File: src/rtl/cp0_unit_pkg.sv
// Shared heads for the CP0 unit: register addresses, exception codes, PRId value
// and SR/Cause field positions. Consumers build with or without CP0_BD_EN.
package cp0_unit_pkg;

    localparam int DATA_W = 32;

    // CP0 register addresses
    localparam logic [4:0] CP0_SR    = 5'd12;
    localparam logic [4:0] CP0_CAUSE = 5'd13;
    localparam logic [4:0] CP0_EPC   = 5'd14;
    localparam logic [4:0] CP0_PRID  = 5'd15;

    // Exception codes carried down the E/M chain
    localparam logic [4:0] EXC_INT  = 5'd0;
    localparam logic [4:0] EXC_ADEL = 5'd4;
    localparam logic [4:0] EXC_ADES = 5'd5;
    localparam logic [4:0] EXC_RI   = 5'd10;
    localparam logic [4:0] EXC_OV   = 5'd12;

    localparam logic [DATA_W-1:0] PRID_VAL = 32'h0000_7C07;

    // Field bit positions
    localparam int SR_IE_BIT     = 0;
    localparam int SR_EXL_BIT    = 1;
    localparam int SR_IM_LO      = 10;
    localparam int SR_IM_HI      = 15;
    localparam int CAUSE_EXC_LO  = 2;
    localparam int CAUSE_EXC_HI  = 6;
    localparam int CAUSE_IP_LO   = 10;
    localparam int CAUSE_IP_HI   = 15;
    localparam int CAUSE_BD_BIT  = 31;

    localparam logic [DATA_W-1:0] SR_WMASK = 32'h0000_FC03;

    typedef struct packed {
        logic [5:0] im;
        logic       exl;
        logic       ie;
    } sr_t;

    typedef struct packed {
        logic       bd;
        logic [5:0] ip;
        logic [4:0] exc;
    } cause_t;

    // Exception return addresses are always word aligned
    function automatic logic [DATA_W-1:0] epc_align(input logic [DATA_W-1:0] pc);
        return pc & ~32'h0000_0003;
    endfunction

endpackage

File: src/rtl/cp0_unit.sv
// CP0 coprocessor: SR/Cause/EPC/PRId, interrupt and exception entry, eret.
// Define CP0_BD_EN to implement Cause.BD and the delay-slot EPC adjustment.
module cp0_unit
    import cp0_unit_pkg::*;
(
    input  logic              clk,
    input  logic              reset,
    input  logic [4:0]        a1,
    input  logic [4:0]        a2,
    input  logic [DATA_W-1:0] din,
    input  logic              we,
    input  logic [DATA_W-1:0] pc_m,
    input  logic              exc_vld,
    input  logic [4:0]        exccode_m,
    input  logic              bd_m,
    input  logic [5:0]        hwint,
    input  logic              eret,
    output logic [DATA_W-1:0] rdata,
    output logic [DATA_W-1:0] epc_out,
    output logic              take
);

    sr_t               sr;
    cause_t            cause;
    logic [DATA_W-1:0] epc;

    logic              int_pend;
    logic              bd_eff;
    logic [DATA_W-1:0] epc_entry;
    logic [DATA_W-1:0] sr_word;
    logic [DATA_W-1:0] cause_word;

`ifdef CP0_BD_EN
    assign bd_eff    = bd_m;
    assign epc_entry = epc_align(bd_m ? pc_m - 32'd4 : pc_m);
`else
    logic unused_bd_m;
    assign unused_bd_m = bd_m;
    assign bd_eff      = 1'b0;
    assign epc_entry   = epc_align(pc_m);
`endif

    // Interrupts see the registered IP, so a new hwint takes one cycle to act
    assign int_pend = (|(cause.ip & sr.im)) & sr.ie & ~sr.exl;
    assign take     = ~reset & (int_pend | (exc_vld & ~sr.exl));

    always_ff @(posedge clk or posedge reset) begin
        if (reset) begin
            sr    <= '0;
            cause <= '0;
            epc   <= '0;
        end else begin
            cause.ip <= hwint;
            if (take) begin
                sr.exl    <= 1'b1;
                cause.bd  <= bd_eff;
                cause.exc <= int_pend ? EXC_INT : exccode_m;
                epc       <= epc_entry;
            end else begin
                if (we && (a2 == CP0_SR)) begin
                    sr.im  <= din[SR_IM_HI:SR_IM_LO];
                    sr.exl <= din[SR_EXL_BIT];
                    sr.ie  <= din[SR_IE_BIT];
                end
                if (we && (a2 == CP0_EPC)) begin
                    epc <= din;
                end
                // eret wins over an mtc0 that would set EXL in the same cycle
                if (eret) begin
                    sr.exl <= 1'b0;
                end
            end
        end
    end

    assign sr_word    = {16'b0, sr.im, 8'b0, sr.exl, sr.ie};
    assign cause_word = {cause.bd, 15'b0, cause.ip, 3'b0, cause.exc, 2'b0};

    always_comb begin
        rdata = '0;
        case (a1)
            CP0_SR:    rdata = sr_word;
            CP0_CAUSE: rdata = cause_word;
            CP0_EPC:   rdata = epc;
            CP0_PRID:  rdata = PRID_VAL;
            default:   rdata = '0;
        endcase
    end

    // Forward an in-flight EPC write so an eret in the same cycle sees it
    assign epc_out = (we && (a2 == CP0_EPC)) ? din : epc;

endmodule

File: config.mk
export PLATFORM = sky130hd
export DESIGN_NAME = cp0_unit
export DESIGN_NICKNAME = d
export VERILOG_FILES = /design/src/rtl/cp0_unit_pkg.sv /design/src/rtl/cp0_unit.sv
export SDC_FILE = /design/constraint.sdc
export NUM_CORES = 1
export LEC_CHECK = 0
export CAP_MARGIN = 20
export CORE_MARGIN = 2
export CORE_UTILIZATION = 35
export DETAILED_ROUTE_END_ITERATION = 8
export PLACE_DENSITY = 0.87
export SLEW_MARGIN = 10
export SYNTH_ARGS = -nofsm -noshare
export SYNTH_HDL_FRONTEND = slang
export SYNTH_SLANG_ARGS = --single-unit
File: constraint.sdc
create_clock -name clk -period 4.1 [get_ports clk]
set_input_delay 0.82 -clock clk [delete_from_list [all_inputs] [get_ports clk]]
set_output_delay 0.82 -clock clk [all_outputs]
set_load 0.005 [all_outputs]
Word-level counts from Yosys, hierarchy flattened
Index checks and enable logic that the tools add are counted.
{ "totals": {"regBits": 51, "wordCells": 33, "output_inout_bits": 65} }
{ "op_classes": {"mux": 7, "n_reduce_logical": 5, "n_eq_ne": 6, "bitwise": 9} }
{ "ops": {"columns": ["op", "n"], "rows": [
  ["$pmux 32 s4", 1],
  ["$mux 32", 2],
  ["$eq 5x4->1 const B", 6],
  ["$and 6x6->6", 1],
  ["$reduce_or 6->1", 1],
  ["$mux 5", 1],
  ["$and 1x1->1", 4],
  ["$not 1->1", 3],
  ["$reduce_bool 3->1", 1],
  ["$logic_and 1x1->1", 2],
  ["$mux 1", 2],
  ["$mux 2", 1],
  ["$reduce_and 2->1", 1],
  ["$or 1x1->1", 1]
]} }

Longest topological paths before layout
{ "logic_depth": {"ltp_word": 8, "ltp_mapped": 6, "mapped_depth_nobuf": 4} }

Worst setup path before layout
OpenSTA, ideal clock, no wires.
{ "synth_timing": {"kind": "input to output", "startpoint": "input port a2[0]", "endpoint": "output port epc_out[30]", "t_arrival_ps": 1942, "setup_slack_ps": 1338, "cell_stages": 5, "path_buffers": 2, "required_time_ps": 3280, "cell_sequence": "nor4bb_1 > and3_1 > buf_2 > buf_4 > mux2_2"} }
{ "synth_between": {"elab_chain_len": 3} }
{ "synth_rtl": {"columns": ["element", "line_no", "text"], "rows": [
  ["start: declaration", "cp0_unit.sv:9", "input logic [4:0] a2,"],
  ["$eq 5x4->1", "cp0_unit.sv:91", "assign epc_out = (we && (a2 == CP0_EPC)) ? din : epc;"],
  ["$logic_and 1x1->1", "cp0_unit.sv:91", null],
  ["$mux 32", null, null],
  ["end: declaration", "cp0_unit.sv:19", "output logic [DATA_W-1:0] epc_out,"]
]} }
Every way passes these cells.

Worst setup path in the final report
{ "layout_timing": {"startpoint": "input port a2[3]", "endpoint": "output port epc_out[10]"} }
The elaborated chain is that of the path after synthesis.

==> metrics.yaml <==
status:
  status: "completed"
layout:
  multi_input_area_mm2: 0.00138
  antenna_cells: 0
  finish.instance_area_mm2: 0.00449
  drive_above_1_share_pct: 23.1
  regArea_mm2: 0.00128
  nets: 464
  fillers: 666
  area_growth_pct: 64.3
placement:
  port_buffers: 152
  pre_cts_slack_ns: 0.320
  post_dp_cell_area_mm2: 0.00439
  gp_congestion: 0.776
  dp_hpwl_um: 5910
floorplanning:
  die-height_um: 92.4
  rows: 32
  die_area_mm2: 0.00853
  core_area_mm2: 0.00765
  die_w_um: 92.4
  start_util_pct: 35.7
  io_pins: 156
critical_path:
  cp_cell_sequence: "clkdlybuf4s50_1, nor4bb_1, and3_2, buf_12, mux2_2, clkdlybuf4s50_1"
  cp_slowest_stage_delay_ns: 0.46
  worstPathMaxFanout: 32
  cp.arrival_ns: 2.94
  crit_top_cell: "clkdlybuf4s50_1"
  cp-endpoint: "epc_out[10]"
  reg2reg_slack_ns: 1.95
  worstSetupEndpointType: "output pin"
  cpMaxStageDelayCell: "clkdlybuf4s50_1"
  timing.rr.start: "cause[9]"
  worst_setup_path_start_kind: "input port"
  crit_start: "a2[3]"
  critical_path_class: "input port to output pin"
  reg2regPathDepth: 5
  r2r-end: "epc[21]"
  crit_required_ns: 3.28
power_and_ir_drop:
  p_leak_nw: 1.84
  peakVddDrop_uv: 199
  fin_total_pwr_w: 0.00151
  powerDensity_mw_per_mm2: 337
drt:
  vias: 2306
  wirelength_um: 7790
  first_pass_iters: 4
  drtIter0Drc: 82
  drcViolationCount: 0
  via_per_inst: 4.85
  wl_per_cell_um: 16.4
  ant_nets: 0
clocking:
  cts_resized: 0
  cts_made_buffers: 5
  cts_root_buf: "clkbuf_8"
  clkLatencyLatePin_ns: 0.31
  cts_tree: "built"
  postCtsHoldBufs: 0
  cts_max_path_buffers: 2
  clk_pin_slew_worst_paths_ns: 0.10
  postCtsSetupBuffers: 0
  htree_levels: 2
  cts_sinks: 51
sta:
  whs_ns: 0.515
  hold_viol_final: 0
  fin_ws_ns: 0.338
  finalSetupViolations: 0
  min_period_over_period_pct: 91.8
  worstMarginPinSlew_ns: 0.567
  rsz0062_at_grt: "no"
  setup_tns_ns: 0
  max_freq_mhz: 266
  slew_headroom_pct: 62.2
  finalClockSkew_ns: 0.0107
  slew_violations: 0
  period_minus_slack_ns: 3.76
logic_synthesis:
  syn_avg_cell_area_um2: 12.5
  synth_cell_types: 30
  synth_seq_cells: 51
  yosysWarnings: 0
  synth_nets: 310
  synth_area_mm2: 0.00273
  ys_seq_area_share_pct: 46.7
  syn_inst: 219
job:
  drv_cap: 0
global_routing:
  grt_max_degree: 39
  grt_overflow_total: 0
  grt_usage_pct: 19.0
  antenna_found_initial: 0
  grt_pass1_vias: 2510
  grt_pass1_wl_um: 12700
min_path:
  hold_path.class: "flip-flop to flip-flop"
## where the power goes
part	switching, W	internal, W
registers	0.0000489	0.000597
logic	0.000162	0.000360
clock network	0.000167	0.000179
total	0.000378	0.00114
## worst max-delay path, delay by kind of cell
family                 cells  cell delay [ns]
multiplexers               1             0.37
buffers and inverters      3             1.12
AND/OR/NAND/NOR            2             0.60
## synthesized netlist by cell type
library cell / count / area (um2)
a211o_4: 1 / 17.5
nor2b_1: 3 / 18.8
o22ai_1: 5 / 31.3
buf_4: 5 / 37.5
buf_6: 2 / 22.5
o21ai_0: 4 / 20.0
o21ai_2: 1 / 8.76
nand3b_1: 2 / 15.0
o21a_1: 1 / 7.51
a21oi_1: 4 / 20.0
a22o_1: 8 / 70.1
a22oi_1: 4 / 30.0
o41a_2: 1 / 12.5
dfrtp_1: 51 / 1280
mux2i_1: 2 / 20.0
nand2b_1: 1 / 6.26
and2b_2: 1 / 8.76
nor4bb_1: 1 / 10.0
inv_1: 2 / 7.51
and3_1: 1 / 6.26
o22a_1: 1 / 8.76
mux2_2: 60 / 676
and2_1: 22 / 138
o31a_1: 1 / 8.76
mux2_4: 7 / 105
mux2_1: 6 / 67.6
buf_2: 1 / 5.00
nand2_1: 3 / 11.3
nor2_1: 14 / 52.6
clkbuf_1: 4 / 15.0
## routing by layer
metal,up-vias,wire [um],GRT usage (%),part of all wire (%)
met3,7,542,5.29,7.0
met2,83,4100,34.1,53
li1,1091,-,-,-
met1,1125,3040,21.9,39
met4,0,106,5.60,1.4
met5,-,0,0,0
## through the flow
step / utilization, % / instances
floorplan: - / 219
global placement: 57.1 / 467
detailed placement: 57.4 / 468
CTS: 58.7 / 475
global route: 58.7 / 475
finish: 58.7 / 475
## cell type report
| class | count | area share, % |
|---|---|---|
| clock inverter | 1 | 0.669 |
| clock buffer | 6 | 1.62 |
| sequential | 51 | 28.4 |
| timing repair buffer | 159 | 35.6 |
| tap | 102 | 2.84 |
| inverter | 2 | 0.167 |
| multi-input combinational | 154 | 30.7 |
## registers in the layout, summed over array words and instances (netlist names)
signal  cells
epc        32
sr          8
cause      11
## kinds of logic after synthesis
| logic type | synth area share [%] |
|---|---|
| muxes | 31.8 |
| DFF | 46.7 |
| and+or+nand+nor | 9.75 |
| AOI/OAI and AO/OA | 8.60 |
| buffers and inverters | 3.20 |
## worst min path at each step
stage / slack [ns] / from / endpoint / depth (start not counted)
2_1_floorplan: 0.47 / cause[0] / cause[0] / 1
3_3_place_gp: 0.48 / cause[0] / cause[0] / 1
3_5_place_dp: 0.49 / cause[0] / cause[0] / 1
4_1_cts: 0.52 / cause[0] / cause[0] / 1
5_1_grt: 0.54 / cause[0] / cause[0] / 1
6_report: 0.52 / cause[1] / cause[1] / 1
## layout by cell type (no fill, tap or decap), drive strengths merged, types with 2 or more instances in the layout
cell type / netlist / routed
a22oi: 4 / 4
mux2: 73 / 73
mux2i: 2 / 2
nor2: 14 / 14
and2: 22 / 22
o22ai: 5 / 5
dfrtp: 51 / 51
a21oi: 4 / 4
nand2: 3 / 3
nand3b: 2 / 2
inv: 2 / 2
nor2b: 3 / 3
buf: 8 / 7
clkbuf: 4 / 6
clkdlybuf4s50: 0 / 152
o21ai: 5 / 5
a22o: 8 / 8
No activity file was read; power rests on OpenSTA's default activity.
